**config.mk**
```make
export PLATFORM = sky130hd
export DESIGN_NAME = ssd_scan_controller
export DESIGN_NICKNAME = d
export VERILOG_FILES = /design/src/rtl/ssd_scan_controller.sv
export SDC_FILE = /design/constraint.sdc
export NUM_CORES = 1
export LEC_CHECK = 0
export BUFFER_PORTS_ARGS = -buffer_cell sky130_fd_sc_hd__buf_2
export CAP_MARGIN = 20
export CORE_MARGIN = 2
export CORE_UTILIZATION = 55
export DETAILED_ROUTE_END_ITERATION = 16
export PLACE_DENSITY = 0.75
export SETUP_SLACK_MARGIN = 0.1
export SLEW_MARGIN = 20
export SYNTH_ARGS = -nofsm -noshare
export SYNTH_HDL_FRONTEND = slang
export SYNTH_SLANG_ARGS = --single-unit
```
**constraint.sdc**
```tcl
create_clock -name clk -period 4.45 [get_ports clk]
set_input_delay 0.2225 -clock clk [delete_from_list [all_inputs] [get_ports clk]]
set_output_delay 0.2225 -clock clk [all_outputs]
set_load 0.05 [all_outputs]
```
**src/rtl/ssd_scan_controller.sv**
```systemverilog
// -----------------------------------------------------------------------------
// ssd_scan_controller
//
// Time-multiplexes NUM_DIGITS BCD digits onto one shared 4-bit-to-7-segment
// decoder. Each digit owns a slot of REFRESH_DIV cycles: an ON phase of
// REFRESH_DIV-BLANK_CYCLES cycles with its enable asserted, then a BLANK phase
// of BLANK_CYCLES cycles with every digit off so the shared segment lines can
// settle without ghosting into the next digit.
//
// New display values arrive through a valid/ready handshake into a one-deep
// pending buffer. The buffer is copied to the active (displayed) register only
// at a frame boundary, or at once while scanning is disabled, so one frame never
// shows a mix of old and new digits.
//
// Optional feature (compile-time macro SSD_LEADING_ZERO_BLANK_EN):
//   when defined, digit i>0 shows blank (4'hF) during its ON phase if active
//   digits i..NUM_DIGITS-1 are all zero. Digit enables and timing are unchanged.
//
// Ports:
//   clk         in   system clock, rising edge
//   rst_n       in   asynchronous active-low reset
//   en          in   scan enable; low holds the display dark
//   in_valid    in   new digit set offered on digits_in
//   in_ready    out  pending buffer empty; transfer on in_valid && in_ready
//   digits_in   in   BCD digits, digit i at [4i+3:4i], digit 0 rightmost
//   digit_code  out  decoder data input, 4'hF = blank
//   digit_en    out  one-hot active-high digit enable, all-zero when dark
//   frame_done  out  one-cycle pulse after the last slot of each frame
// -----------------------------------------------------------------------------
module ssd_scan_controller #(
    parameter int NUM_DIGITS   = 4,
    parameter int REFRESH_DIV  = 50000,
    parameter int BLANK_CYCLES = 500
) (
    input  logic                    clk,
    input  logic                    rst_n,
    input  logic                    en,
    input  logic                    in_valid,
    output logic                    in_ready,
    input  logic [4*NUM_DIGITS-1:0] digits_in,
    output logic [3:0]              digit_code,
    output logic [NUM_DIGITS-1:0]   digit_en,
    output logic                    frame_done
);

    localparam int CNT_W = $clog2(REFRESH_DIV);
    localparam int IDX_W = $clog2(NUM_DIGITS);

    localparam logic [CNT_W-1:0]      ON_LAST   = CNT_W'(REFRESH_DIV - BLANK_CYCLES - 1);
    localparam logic [CNT_W-1:0]      SLOT_LAST = CNT_W'(REFRESH_DIV - 1);
    localparam logic [IDX_W-1:0]      IDX_LAST  = IDX_W'(NUM_DIGITS - 1);
    localparam logic [NUM_DIGITS-1:0] ONE_HOT_0 = NUM_DIGITS'(1);

    typedef enum logic {
        S_ON,
        S_BLANK
    } state_t;

    // Scan state
    state_t            state_q, state_d;
    logic [IDX_W-1:0]  idx_q, idx_d;
    logic [CNT_W-1:0]  cnt_q, cnt_d;

    // run_q is en delayed by one cycle. The scan only advances once en has
    // been high for a full cycle, so after reset or re-enable the first slot
    // is shown for its complete length.
    logic              run_q;

    // Display data
    logic [4*NUM_DIGITS-1:0] active_q;
    logic [4*NUM_DIGITS-1:0] pending_q;

    // Next output values
    logic [NUM_DIGITS-1:0] en_d;
    logic [3:0]            code_d;

    logic       advance;
    logic       frame_end;
    logic [3:0] cur_code;
    logic [3:0] shown_code;

    assign advance   = en && run_q;
    assign frame_end = advance && (state_q == S_BLANK) && (cnt_q == SLOT_LAST)
                       && (idx_q == IDX_LAST);
    assign cur_code  = active_q[{idx_q, 2'b00} +: 4];

`ifdef SSD_LEADING_ZERO_BLANK_EN
    // upper_zero[i] is set when digits i..NUM_DIGITS-1 are all zero.
    logic [NUM_DIGITS-1:0] digit_zero;
    logic [NUM_DIGITS-1:0] upper_zero;

    for (genvar g = 0; g < NUM_DIGITS; g++) begin : g_lz
        assign digit_zero[g] = (active_q[4*g +: 4] == 4'h0);
        assign upper_zero[g] = &digit_zero[NUM_DIGITS-1:g];
    end

    // Digit 0 is never suppressed so a zero value still reads "0".
    assign shown_code = ((idx_q != '0) && upper_zero[idx_q]) ? 4'hF : cur_code;
`else
    assign shown_code = cur_code;
`endif

    // -------------------------------------------------------------------------
    // FSM state register
    // -------------------------------------------------------------------------
    // NOTE: sequential state uses non-blocking (<=) so every flop samples the
    // pre-edge value of its inputs regardless of block ordering.
    always_ff @(posedge clk or negedge rst_n) begin
        if (!rst_n) begin
            state_q <= S_ON;
            idx_q   <= '0;
            cnt_q   <= '0;
            run_q   <= 1'b0;
        end else begin
            state_q <= state_d;
            idx_q   <= idx_d;
            cnt_q   <= cnt_d;
            run_q   <= en;
        end
    end

    // -------------------------------------------------------------------------
    // FSM next state and next outputs
    // -------------------------------------------------------------------------
    // NOTE: every variable gets a default at the top of the block so no path
    // leaves it unassigned, which would otherwise infer a latch.
    always_comb begin
        state_d = state_q;
        idx_d   = idx_q;
        cnt_d   = cnt_q;
        en_d    = '0;
        code_d  = 4'hF;

        if (!en) begin
            // Disabled: park at the start of digit 0 so re-enable begins a
            // fresh frame.
            state_d = S_ON;
            idx_d   = '0;
            cnt_d   = '0;
        end else if (run_q) begin
            unique case (state_q)
                S_ON: begin
                    en_d   = ONE_HOT_0 << idx_q;
                    code_d = shown_code;
                    cnt_d  = cnt_q + 1'b1;
                    if (cnt_q == ON_LAST) begin
                        state_d = S_BLANK;
                    end
                end
                S_BLANK: begin
                    if (cnt_q == SLOT_LAST) begin
                        state_d = S_ON;
                        cnt_d   = '0;
                        idx_d   = (idx_q == IDX_LAST) ? '0 : idx_q + 1'b1;
                    end else begin
                        cnt_d = cnt_q + 1'b1;
                    end
                end
                default: begin
                    state_d = S_ON;
                end
            endcase
        end
    end

    // -------------------------------------------------------------------------
    // Registered outputs
    // -------------------------------------------------------------------------
    always_ff @(posedge clk or negedge rst_n) begin
        if (!rst_n) begin
            digit_en   <= '0;
            digit_code <= 4'hF;
            frame_done <= 1'b0;
        end else begin
            digit_en   <= en_d;
            digit_code <= code_d;
            frame_done <= frame_end;
        end
    end

    // -------------------------------------------------------------------------
    // Handshake and display data
    // -------------------------------------------------------------------------
    // in_ready doubles as the "pending empty" flag. Capture needs it high and
    // transfer to active needs it low, so the two can never happen together;
    // a capture on the boundary cycle therefore waits for the next boundary.
    // NOTE: the data registers are reset as well, because reset must discard
    // pending data and return the visible digits to zero.
    always_ff @(posedge clk or negedge rst_n) begin
        if (!rst_n) begin
            active_q  <= '0;
            pending_q <= '0;
            in_ready  <= 1'b1;
        end else if (in_valid && in_ready) begin
            pending_q <= digits_in;
            in_ready  <= 1'b0;
        end else if (!in_ready && (frame_end || !en)) begin
            active_q <= pending_q;
            in_ready <= 1'b1;
        end
    end

endmodule

```
After elaboration in Yosys (flattened, before gate mapping). Index checks and enable logic that the tools add are counted. Widths: inputs -> output; s select.

Reduce and logical (&&, ||, !) cells: 12. Equality and inequality tests: 6. Muxes and demuxes: 22. Shift operators: 2. Add/sub/neg operators: 2. Bitwise gates (word level): 2.

Operators with widths (count): $mux 16 (3); $eq 16x16->1 const B (2); $pmux 16 s2 (1); $mux 4 (6); $add 16x1->16 const B (1); $shiftx 16x5->4 (1); $mux 2 (5); $logic_and 1x1->1 (6); $mux 1 (6); $ne 2x1->1 const B (3); $shl 1x2->4 const A (1); $reduce_and 3->1 (1); $add 2x1->2 const B (1); $eq 2x2->1 const B (1); $logic_not 1->1 (2); $not 1->1 (2); $pmux 1 s2 (1); $reduce_and 2->1 (1); $reduce_bool 2->1 (1); $logic_or 1x1->1 (1).

Bits of input ports: 20. Logic and storage cells: 56. Output and inout port bits: 10. Bits in registers: 62.

Logic depth before layout (Yosys ltp). Gate-level depths: netlist (run 1).

Depth in word-level cells: 8. Mapped depth: 7. Gate-level depth less buffers: 5.

Worst setup path after synthesis (run 1). OpenSTA, ideal clock, no wires.

Path type: register to register. Start: register cnt_q[11]. End: register active_q[10]. Buffers on the path: 2. Data arrival time: 1777 ps. Library setup time: 125 ps. Data required time: 4325 ps. Period minus slack after synthesis: 1902 ps. Setup slack: 2548 ps. Cell stages (with the launch flop): 7. Cells stage by stage: dfrtp_1 > and4bb_1 > nand4_2 > o32a_1 > buf_6 > buf_12 > mux2_4.

Longest elaborated chain between the ends: 6.

RTL lines: start, declared (line 62) `logic [CNT_W-1:0] cnt_q, cnt_d;`; start signal, assigned (line 117) `cnt_q <= cnt_d;`; $eq 16x16->1 (line 83) `assign frame_end = advance && (state_q == S_BLANK) && (cnt_q == SLOT_LAST)`; $logic_and 1x1->1 (line 83); $logic_and 1x1->1 (line 84) `&& (idx_q == IDX_LAST);`; $logic_or 1x1->1 (line 197) `end else if (!in_ready && (frame_end || !en)) begin`; $logic_and 1x1->1 (line 197); $reduce_and 2->1 (no source line); end signal, assigned (line 198) `active_q <= pending_q;`; end, declared (line 70) `logic [4*NUM_DIGITS-1:0] active_q;`.

No other way between the ends. A chain may end at the register's enable or synchronous reset.

Worst setup path in the final report (run 1).
Start: register idx_q[0]. End: register active_q[2].

Longest elaborated chain between the ends: 5.

RTL lines: start, declared (line 61) `logic [IDX_W-1:0] idx_q, idx_d;`; start signal, assigned (line 116) `idx_q <= idx_d;`; $eq 2x2->1 (line 84); $logic_and 1x1->1 (line 84); $logic_or 1x1->1 (line 197); $logic_and 1x1->1 (line 197); $reduce_and 2->1 (no source line).

No other way between the ends.

==> results of run 1 <==
[placed cells by master (no fill, tap or decap), types with 3 or more instances in the layout]
master | Yosys | final
o31ai_1 | 5 | 5
o21ai_0 | 3 | 3
inv_1 | 7 | 7
ha_1 | 5 | 5
dfstp_2 | 5 | 5
nand3_1 | 7 | 7
clkbuf_8 | 0 | 9
mux4_2 | 4 | 4
mux2_2 | 22 | 22
nand2_1 | 10 | 10
clkbuf_1 | 5 | 3
or3_1 | 5 | 5
nor2_1 | 10 | 10
mux2_4 | 10 | 10
dfrtp_1 | 57 | 57
or4_1 | 4 | 4
buf_2 | 1 | 29
nand4_1 | 8 | 8
and2_1 | 6 | 6
a21oi_1 | 7 | 7
and3_1 | 3 | 3
xor2_1 | 5 | 5
[metal layers]
| metal | vias to the layer above | share of wire | GRT usage |
|---|---|---|---|
| li1 | 848 | - | - |
| met1 | 874 | 0.46 | 0.266 |
| met2 | 30 | 0.49 | 0.308 |
| met3 | 10 | 0.030 | 0.0423 |
| met4 | 0 | 0.022 | 0.113 |
| met5 | - | 0 | 0 |
[power by group through the flow]
stage                     Clock, W  Sequential [W]  Combinational (W)
after detailed placement         0        0.000711           0.000192
after CTS                 0.000474        0.000704           0.000191
final                     0.000464        0.000703           0.000188
after global routing      0.000500        0.000713           0.000202
after floorplan                  0        0.000710           0.000134
after global placement           0        0.000707           0.000184
[worst min path at each step]
stage                   to   from  slack [ns]  cells past startpoint
2_1_floorplan  active_q[0]  rst_n       -0.07                      0
3_5_place_dp   digit_en[2]  rst_n        0.43                      2
4_1_cts        digit_en[3]  rst_n        0.07                      2
5_1_grt        digit_en[3]  rst_n         0.1                      2
6_report       digit_en[3]  rst_n        0.04                      2
3_3_place_gp   digit_en[2]  rst_n        0.42                      2
[cell type report]
class / count / area (um2) / area share
Clock buffer: 12 / 135 / 0.0426
Inverter: 7 / 26.3 / 0.00828
Sequential cell: 62 / 1560 / 0.491
Multi-Input combinational cell: 138 / 1160 / 0.366
Tap cell: 67 / 83.8 / 0.0264
Timing Repair Buffer: 31 / 160 / 0.0505
Clock inverter: 4 / 47.5 / 0.0150
[through the flow]
stage / hold slack [ns] / utilization / cells / worst slack, ns / instance area (um2)
2_1_floorplan: -0.0731 / - / 215 / 2.55 / 2800
3_3_place_gp: 0.423 / 0.621 / 305 / 2.23 / 2990
3_5_place_dp: 0.429 / 0.621 / 305 / 2.15 / 2990
4_1_cts: 0.0680 / 0.659 / 321 / 2.14 / 3170
5_1_grt: 0.0983 / 0.659 / 321 / 2.00 / 3170
6_report: 0.0428 / 0.659 / 321 / 2.18 / 3170
[cells by family (layout without fill, tap and decap cells)]
kind of cell / Yosys count / after routing / synth area share
adder cells (fa/ha/maj): 5 / 5 / 0.0223
AO/OA/AOI/OAI: 21 / 21 / 0.0478
XOR/XNOR: 7 / 7 / 0.0219
flip-flops: 62 / 62 / 0.556
buffers and inverters: 15 / 54 / 0.0290
multiplexers: 38 / 38 / 0.181
AND/OR/NAND/NOR: 67 / 67 / 0.142
[registers in the layout, summed over array words and instances, names as in the netlist]
signal / cells
in_ready: 1
frame_done: 1
active_q: 16
digit_en: 4
run_q: 1
pending_q: 16
digit_code: 4
cnt_q: 16
state_q: 1
idx_q: 2
==> flow_metrics.env, run 1 <==
export IMPL_endpoint="active_q[2]"
export IMPL_cts_setup_buffers=0
export IMPL_crit_type="register to register"
export IMPL_portBuffers=29
export IMPL_yosys_warnings=0
export IMPL_ioPinCount=30
export IMPL_switchingPower_w=0.000333
export IMPL_p_per_area_nw_per_um2=427
export IMPL_numCtsBuffers=9
export IMPL_netlist_area_leader_share=0.509
export IMPL_drc=0
export IMPL_worstSetupStartpointType="register"
export IMPL_syn_area_per_cell_um2=13.0
export IMPL_rows=25
export IMPL_firstDrtPassIters=4
export IMPL_clock_latency_ns=0.34
export IMPL_grt_pass1_wl_um=8220
export IMPL_die_area_um2=5680
export IMPL_worstSetupEndpointType="register"
export IMPL_cts_tree="built"
export IMPL_power_w=0.00135
export IMPL_crit_family="compound AO/OA/AOI/OAI gates"
export IMPL_syn_cell_area_um2=2800
export IMPL_fill_cells=396
export IMPL_worst_r2r_endpoint="active_q[2]"
export IMPL_cts_clk_slew_worst_paths_ns=0.07
export IMPL_clkPwrFrac=0.342
export IMPL_place_congestion=0.862
export IMPL_cts_hold_fix_buffers=0
export IMPL_start_util=0.582
export IMPL_grt_usage=0.200
export IMPL_wl_um=4950
export IMPL_worst_pin_slew_ns=0.925
export IMPL_first_global_vias=1718
export IMPL_rrSetupSlack_ns=2.18
export IMPL_slew_violations=0
export IMPL_ant_nets=0
export IMPL_path_max_fanout=16
export IMPL_core_um2=4820
export IMPL_cp_num_buf_inv=0
export IMPL_crit_path_top_delay_cell="o32a_1"
export IMPL_p_int_w=0.00102
export IMPL_avgViaCountPerCell=5.49
export IMPL_r2r_start="idx_q[0]"
export IMPL_yosysMostFrequentCell="dfrtp_1"
export IMPL_fin_crit_sh=0.509
export IMPL_cts_sinks=62
export IMPL_outcome="completed"
export IMPL_syn_nets=240
export IMPL_p_sw_frac=0.246
export IMPL_slew_headroom=0.383
export IMPL_fmax_ghz=0.441
export IMPL_cp_arrival_ns=2.49
export IMPL_area_delta_synth_final_pct=13.3
export IMPL_synth_area_top_cells="dfrtp_1, mux2_2, mux2_4"
export IMPL_combinationalPowerShare=0.139
export IMPL_synth_commonest_cells="dfrtp_1, mux2_2, mux2_4, nand2_1, nor2_1"
export IMPL_drt_iter0_markers=85
export IMPL_tns_ns=0
export IMPL_leakage_nw=1.41
export IMPL_drv_cap=0
export IMPL_avgRoutedWirePerCell_um=15.4
export IMPL_pwr_share_seq=0.519
export IMPL_fin_crit_ns=2.27
export IMPL_synth_top_area_cell="dfrtp_1"
export IMPL_clockRootBuffer="clkbuf_8"
export IMPL_finalSetupViolations=0
export IMPL_nNetsFinal=274
export IMPL_async_flop_share=1.00
export IMPL_critical_path_cell_chain="ha_1 -> nand3_1 -> o32a_1 -> mux2_2"
export IMPL_cts_buffer_depth=2
export IMPL_r2r_cells=4
export IMPL_dp_hpwl_um=3420
export IMPL_antenna_found_initial=0
export IMPL_finClkSkew_ns=0.00786
export IMPL_synth_edff_count=0
export IMPL_cp_required_ns=4.67
export IMPL_n_antenna_cell=0
export IMPL_irDropWorstVdd_uv=294
export IMPL_synth_cells=215
export IMPL_cpPeakStageDelay_ns=0.76
export IMPL_cp_num_cells=4
export IMPL_synth_seq_cells=62
export IMPL_ctsResizeCount=0
export IMPL_ys_seq_area_frac=0.556
export IMPL_die_w_um=75.4
export IMPL_hold_viol=0
export IMPL_die_h_um=75.4
export IMPL_yosys_cell_types_count=40
export IMPL_gr_total_overflow=0
export IMPL_min_path_type="primary input to async pin"
export IMPL_synth_top_flop_cell="dfrtp_1"
export IMPL_cp_startpoint="idx_q[0]"
export IMPL_vias=1762
export IMPL_drive_gt1_frac=0.358
export IMPL_grt_setup_unrepaired="no"
export IMPL_grt_max_degree=63
export IMPL_cts_max_level=3
Note: power is estimated with default switching activity, not from simulation.
==> run 2: changes to the inputs <==
ABC_AREA = 1   (was not set)
clock period = 2.1 ns   (was 4.45 ns; I/O delays follow)
==> run 2 against run 1 <==
  * Global-route usage is 2.3 points higher
  * Sequential power is 120% higher
  * Synthesized area stayed put
  * Power grew to 2.5 times the previous value
  * Core utilization is 6.2 points higher
  * Final area is 9.4% higher
  * Clock-buffer cell count is 3 lower
  * Synthesized cell count is 40% higher
  * Highest routed layer unchanged
==> flow_metrics.env, run 2 <==
export IMPL_grt_setup_unrepaired="no"
export IMPL_firstDrtPassIters=4
export IMPL_cts_buffer_depth=2
export IMPL_first_global_vias=2122
export IMPL_die_area_um2=5680
export IMPL_yosys_area_share_xor_xnor=0.00625
export IMPL_ctsResizeCount=0
export IMPL_cp_required_ns=2.33
export IMPL_avgRoutedWirePerCell_um=13.0
export IMPL_gr_total_overflow=0
export IMPL_layout_commonest_cell="nand2_1"
export IMPL_drive_gt1_frac=0.222
export IMPL_drc=0
export IMPL_finClkSkew_ns=0.00767
export IMPL_die_h_um=75.4
export IMPL_n_antenna_cell=0
export IMPL_cts_tree="built"
export IMPL_grt_pass1_wl_um=9230
export IMPL_reg_top3="active_q x16, cnt_q x16, pending_q x16"
export IMPL_yosys_cell_types_count=29
export IMPL_min_path_type="primary input to async pin"
export IMPL_muxShareOfSynthArea=0.0643
export IMPL_yosys_area_share_simple=0.247
export IMPL_fill_cells=358
export IMPL_synth_top_family_by_area="simple AND/OR/NAND/NOR gates"
export IMPL_async_flop_share=1.00
export IMPL_netlist_area_leader_share=0.509
export IMPL_cts_max_level=3
export IMPL_yosys_warnings=0
export IMPL_syn_cell_area_um2=2800
export IMPL_portBuffers=29
export IMPL_core_um2=4820
export IMPL_numCtsBuffers=9
export IMPL_ys_seq_area_frac=0.556
export IMPL_mostFrequentLayoutCells="nand2_1, dfrtp_1, nor2_1"
export IMPL_multi_input_area_um2=1110
export IMPL_avgViaCountPerCell=5.16
export IMPL_synth_edff_count=0
export IMPL_cts_setup_buffers=0
export IMPL_fin_crit_sh=0.809
export IMPL_seq_area_um2=1560
export IMPL_vias=2207
export IMPL_crit_type="register to register"
export IMPL_synth_seq_cells=62
export IMPL_slew_violations=0
export IMPL_fin_crit_ns=1.70
export IMPL_synth_fa_ha_area_frac=0.0223
export IMPL_drv_cap=0
export IMPL_die_w_um=75.4
export IMPL_syn_area_per_cell_um2=9.31
export IMPL_irDropWorstVdd_uv=718
export IMPL_cts_clk_slew_worst_paths_ns=0.07
export IMPL_drt_iter0_markers=176
export IMPL_nNetsFinal=381
export IMPL_tns_ns=0
export IMPL_ioPinCount=30
export IMPL_area_delta_synth_final_pct=23.9
export IMPL_cp_arrival_ns=1.93
export IMPL_ant_nets=0
export IMPL_place_congestion=0.940
export IMPL_grt_max_degree=63
export IMPL_start_util=0.582
export IMPL_fmax_ghz=0.588
export IMPL_path_max_fanout=17
export IMPL_grt_usage=0.223
export IMPL_clock_latency_ns=0.34
export IMPL_outcome="completed"
export IMPL_synth_top_flop_cell="dfrtp_1"
export IMPL_worstSetupStartpointType="register"
export IMPL_p_per_area_nw_per_um2=980
export IMPL_synth_top_area_cell="dfrtp_1"
export IMPL_worstSetupEndpointType="register"
export IMPL_finalSetupViolations=0
export IMPL_wl_um=5580
export IMPL_worst_pin_slew_ns=0.759
export IMPL_slew_headroom=0.494
export IMPL_antenna_found_initial=0
export IMPL_rows=25
export IMPL_synth_area_top_cells="dfrtp_1, nand2_1, mux2_2"
export IMPL_leakage_nw=1.60
export IMPL_clockRootBuffer="clkbuf_8"
export IMPL_cts_hold_fix_buffers=19
export IMPL_fin_hold_ws_ns=0.429
export IMPL_synth_compound_area_frac=0.0567
export IMPL_yosysMostFrequentCell="nand2_1"
export IMPL_synth_commonest_cells="nand2_1, dfrtp_1, nor2_1"
export IMPL_syn_nets=326
export IMPL_synth_cells=301
export IMPL_hold_viol=0
export IMPL_cts_sinks=62
export IMPL_dp_hpwl_um=3590
==> run 2: area by class of cell <==
class | instances | share of cell area
sequential | 62 | 0.449
multi-input combinational | 209 | 0.320
timing repair buffer | 52 | 0.105
clock inverter | 7 | 0.0422
clock buffer | 9 | 0.0357
tap | 67 | 0.0242
inverter | 22 | 0.0238
==> run 2: per-stage QoR <==
stage                     cell area [um2]  cells  setup slack [ns]   util  power [W]
after detailed placement             3010    393             0.458  0.625    0.00198
final                                3470    428             0.400  0.721    0.00340
after global placement               3010    393             0.495  0.625    0.00196
after global routing                 3470    428             0.247  0.721    0.00356
after CTS                            3470    428             0.416  0.721    0.00341
after floorplan                      2800    301             0.594      -    0.00185
==> run 2: worst max-delay path, stage by stage, from the launching register on <==
cell,delay (ns)
dfrtp_1,0.40
ha_1,0.25
nand3_1,0.14
nor2_1,0.14
nand4_1,0.11
nand2_2,0.20
nand2_4,0.17
nand2_1,0.11
nand2_1,0.07
==> run 2: where the power goes <==
group | total, W | internal [W] | switching, W
Clock | 0.00141 | 0.000914 | 0.000492
Sequential | 0.00153 | 0.00141 | 0.000117
Combinational | 0.000468 | 0.000212 | 0.000256
Total | 0.00340 | 0.00254 | 0.000865
==> run 2: final timing paths <==
kind / cells past startpoint / end / slack (ns) / startpoint
worst max-delay path: 8 / active_q[10] / 0.40 / cnt_q[0]
worst min-delay path: 3 / cnt_q[8] / 0.43 / rst_n
worst max register to register: 8 / active_q[10] / 0.40 / cnt_q[0]
worst min register to register: 2 / active_q[12] / 0.47 / active_q[12]
max in group asynchronous: 3 / active_q[1] / 1.14 / rst_n
min in group clk: 2 / active_q[12] / 0.47 / active_q[12]
==> run 2: kinds of logic (layout without fill, tap and decap cells) <==
| logic type | count (synthesis) | count (layout) |
|---|---|---|
| simple gates | 159 | 159 |
| fa+ha+maj | 5 | 5 |
| flops | 62 | 62 |
| buf+inv | 30 | 90 |
| xor+xnor | 2 | 2 |
| compound gates | 27 | 27 |
| mux | 16 | 16 |
==> run 2: per-layer routing <==
layer | vias up | GRT usage | share of wire
li1 | 1101 | - | -
met1 | 1026 | 0.254 | 0.44
met2 | 59 | 0.375 | 0.48
met3 | 21 | 0.0582 | 0.043
met4 | 0 | 0.140 | 0.036
met5 | - | 0 | 0
==> run 3: changes to the inputs <==
ABC_AREA = 0   (was 1)
CORE_UTILIZATION = 52   (was 55)
clock period = 1.4 ns   (was 2.1 ns; I/O delays follow)
==> run 3 against run 2 <==
  * The flow now finishes with violations (setup timing)
  * Combinational power up 62%
  * Final area increased by 18%
  * Sequential share of layout area decreased by 6.8 points
  * Wire length up 31%
  * Core utilization up 7.6 points
  * Critical path type unchanged
  * Critical endpoint is now active_q[9]
==> flow_metrics.env, run 3 (same netlist as run 1, synthesis figures left out) <==
export IMPL_outcome="finished, violations left"
export IMPL_failed_checks="setup timing"
export IMPL_fmax_ghz=0.557
export IMPL_dp_hpwl_um=3880
export IMPL_worst_slack_ns=-0.396
export IMPL_grt_usage=0.240
export IMPL_start_util=0.545
export IMPL_numCtsBuffers=9
export IMPL_portBuffers=29
export IMPL_drv_cap=0
export IMPL_cpPeakStageDelay_ns=0.39
export IMPL_wl_um=7340
export IMPL_cts_max_level=3
export IMPL_drc=0
export IMPL_cts_tree="built"
export IMPL_pwr_share_seq=0.479
export IMPL_cp_startpoint="cnt_q[13]"
export IMPL_cp_required_ns=1.63
export IMPL_firstDrtPassIters=4
export IMPL_place_ws_ns=-0.354
export IMPL_slew_headroom=0.772
export IMPL_crit_path_top_delay_cell="dfrtp_1"
export IMPL_avgViaCountPerCell=5.44
export IMPL_combinationalPowerShare=0.163
export IMPL_hold_viol=0
export IMPL_clockRootBuffer="clkbuf_8"
export IMPL_worst_pin_slew_ns=0.342
export IMPL_clock_latency_ns=0.35
export IMPL_p_int_w=0.00344
export IMPL_grt_max_degree=36
export IMPL_p_per_area_nw_per_um2=1140
export IMPL_p_sw_frac=0.262
export IMPL_cp_arrival_ns=2.03
export IMPL_fin_crit_ns=1.80
export IMPL_vias=2143
export IMPL_hold_path_startpoint="en"
export IMPL_antenna_found_initial=0
export IMPL_fin_crit_sh=1.28
export IMPL_reg_top3="active_q x16, cnt_q x16, pending_q x16"
export IMPL_layout_commonest_cell="dfrtp_1"
export IMPL_clkPwrFrac=0.358
export IMPL_area_delta_synth_final_pct=46.2
export IMPL_cts_clk_slew_worst_paths_ns=0.07
export IMPL_gr_total_overflow=0
export IMPL_avgRoutedWirePerCell_um=18.6
export IMPL_place_congestion=0.880
export IMPL_switchingPower_w=0.00122
export IMPL_ioPinCount=30
export IMPL_core_um2=5140
export IMPL_placed_cells=348
export IMPL_crit_type="register to register"
export IMPL_leakage_nw=1.79
export IMPL_mostFrequentLayoutCells="dfrtp_1, buf_4, buf_2"
export IMPL_worstSetupEndpointType="register"
export IMPL_finClkSkew_ns=0.00656
export IMPL_nNetsFinal=344
export IMPL_cts_buffer_depth=2
export IMPL_die_w_um=77.4
export IMPL_crit_family="simple AND/OR/NAND/NOR gates"
export IMPL_rows=26
export IMPL_critical_path_cell_chain="nor3b_2 -> nand4_4 -> o32a_1 -> buf_12 -> mux2_4"
export IMPL_slew_violations=0
export IMPL_fin_cells=394
export IMPL_cp_num_buf_inv=1
export IMPL_drt_iter0_markers=155
export IMPL_die_area_um2=5990
export IMPL_ant_nets=0
export IMPL_worstSetupStartpointType="register"
export IMPL_irDropWorstVdd_uv=1190
export IMPL_grt_setup_unrepaired="yes"
export IMPL_path_max_fanout=16
export IMPL_fill_cells=304
export IMPL_grt_pass1_wl_um=10800
export IMPL_finalSetupViolations=38
export IMPL_min_path_type="primary input to register"
export IMPL_cts_sinks=62
export IMPL_n_antenna_cell=0
export IMPL_first_global_vias=2212
export IMPL_die_h_um=77.4
export IMPL_r2r_start="cnt_q[13]"
export IMPL_drive_gt1_frac=0.549
## run 3: cell types whose count changed in the layout (fill, tap and decap cells not counted), sizes merged, moves of 6 or more
cell    before  now
nand2       74   11
mux2        16   32
nor2        41   10
or4          0    6
nand3       25    7
o211ai       8    0
buf         33   82
and2         0    6
inv         21    7
## run 3: final timing paths
path | end | cells past startpoint | slack [ns]
setup / recovery | active_q[9] | 5 | -0.40
hold reg to reg | active_q[11] | 1 | 0.50
min in group asynchronous | active_q[5] | 2 | 0.15
setup reg to reg | active_q[9] | 5 | -0.40
max in group asynchronous | in_ready | 3 | 0.65
hold / removal | idx_q[1] | 3 | 0.08
## run 3: power groups by stage
stage | sequential, W | clock (W) | combinational, W
final | 0.00223 | 0.00167 | 0.000760
after global routing | 0.00226 | 0.00178 | 0.000809
after CTS | 0.00222 | 0.00167 | 0.000725
after detailed placement | 0.00225 | 0 | 0.000651
after global placement | 0.00223 | 0 | 0.000621
after floorplan | 0.00226 | 0 | 0.000433
## run 3: layout make-up
class / instances / area [um2] / share of cell area
clock inverter: 5 / 57.6 / 0.0141
sequential: 62 / 1560 / 0.381
clock buffer: 11 / 151 / 0.0370
inverter: 7 / 26.3 / 0.00641
timing repair buffer: 100 / 828 / 0.202
multi-input combinational: 139 / 1380 / 0.338
tap: 70 / 87.6 / 0.0214
## run 3: per-stage QoR
step	hold WS (ns)	total power (W)	instance area, um2	util	setup TNS (ns)
after floorplan	-0.226	0.00269	2860	-	-8.10
after global placement	-0.0177	0.00285	3350	0.651	-7.92
after detailed placement	-0.0148	0.00290	3350	0.651	-9.83
after CTS	0.0756	0.00462	3910	0.760	-8.34
after global routing	0.0829	0.00485	4100	0.797	-12.03
final	0.0755	0.00466	4100	0.797	-10.14
## run 3: tightest hold or removal path, stage by stage
cell and delay (ns):
buf_2 0.17, nand2_1 0.08, mux2i_1 0.06
## run 3: per-layer routing
metal / wire length (um) / global-route usage
met5: 0 / 0
met4: 170 / 0.109
met3: 215 / 0.0558
met2: 3660 / 0.383
met1: 3290 / 0.313
## run 3: repair_timing
action | CTS | global route
gates resized for setup | 32 | 35
endpoints found under the setup margin | 57 | 55
hold buffers | 18 | 0
endpoints found under the hold margin | 75 | 0
pin swaps | 6 | 18
setup buffers | 5 | 6
gates cloned | 2 | 1
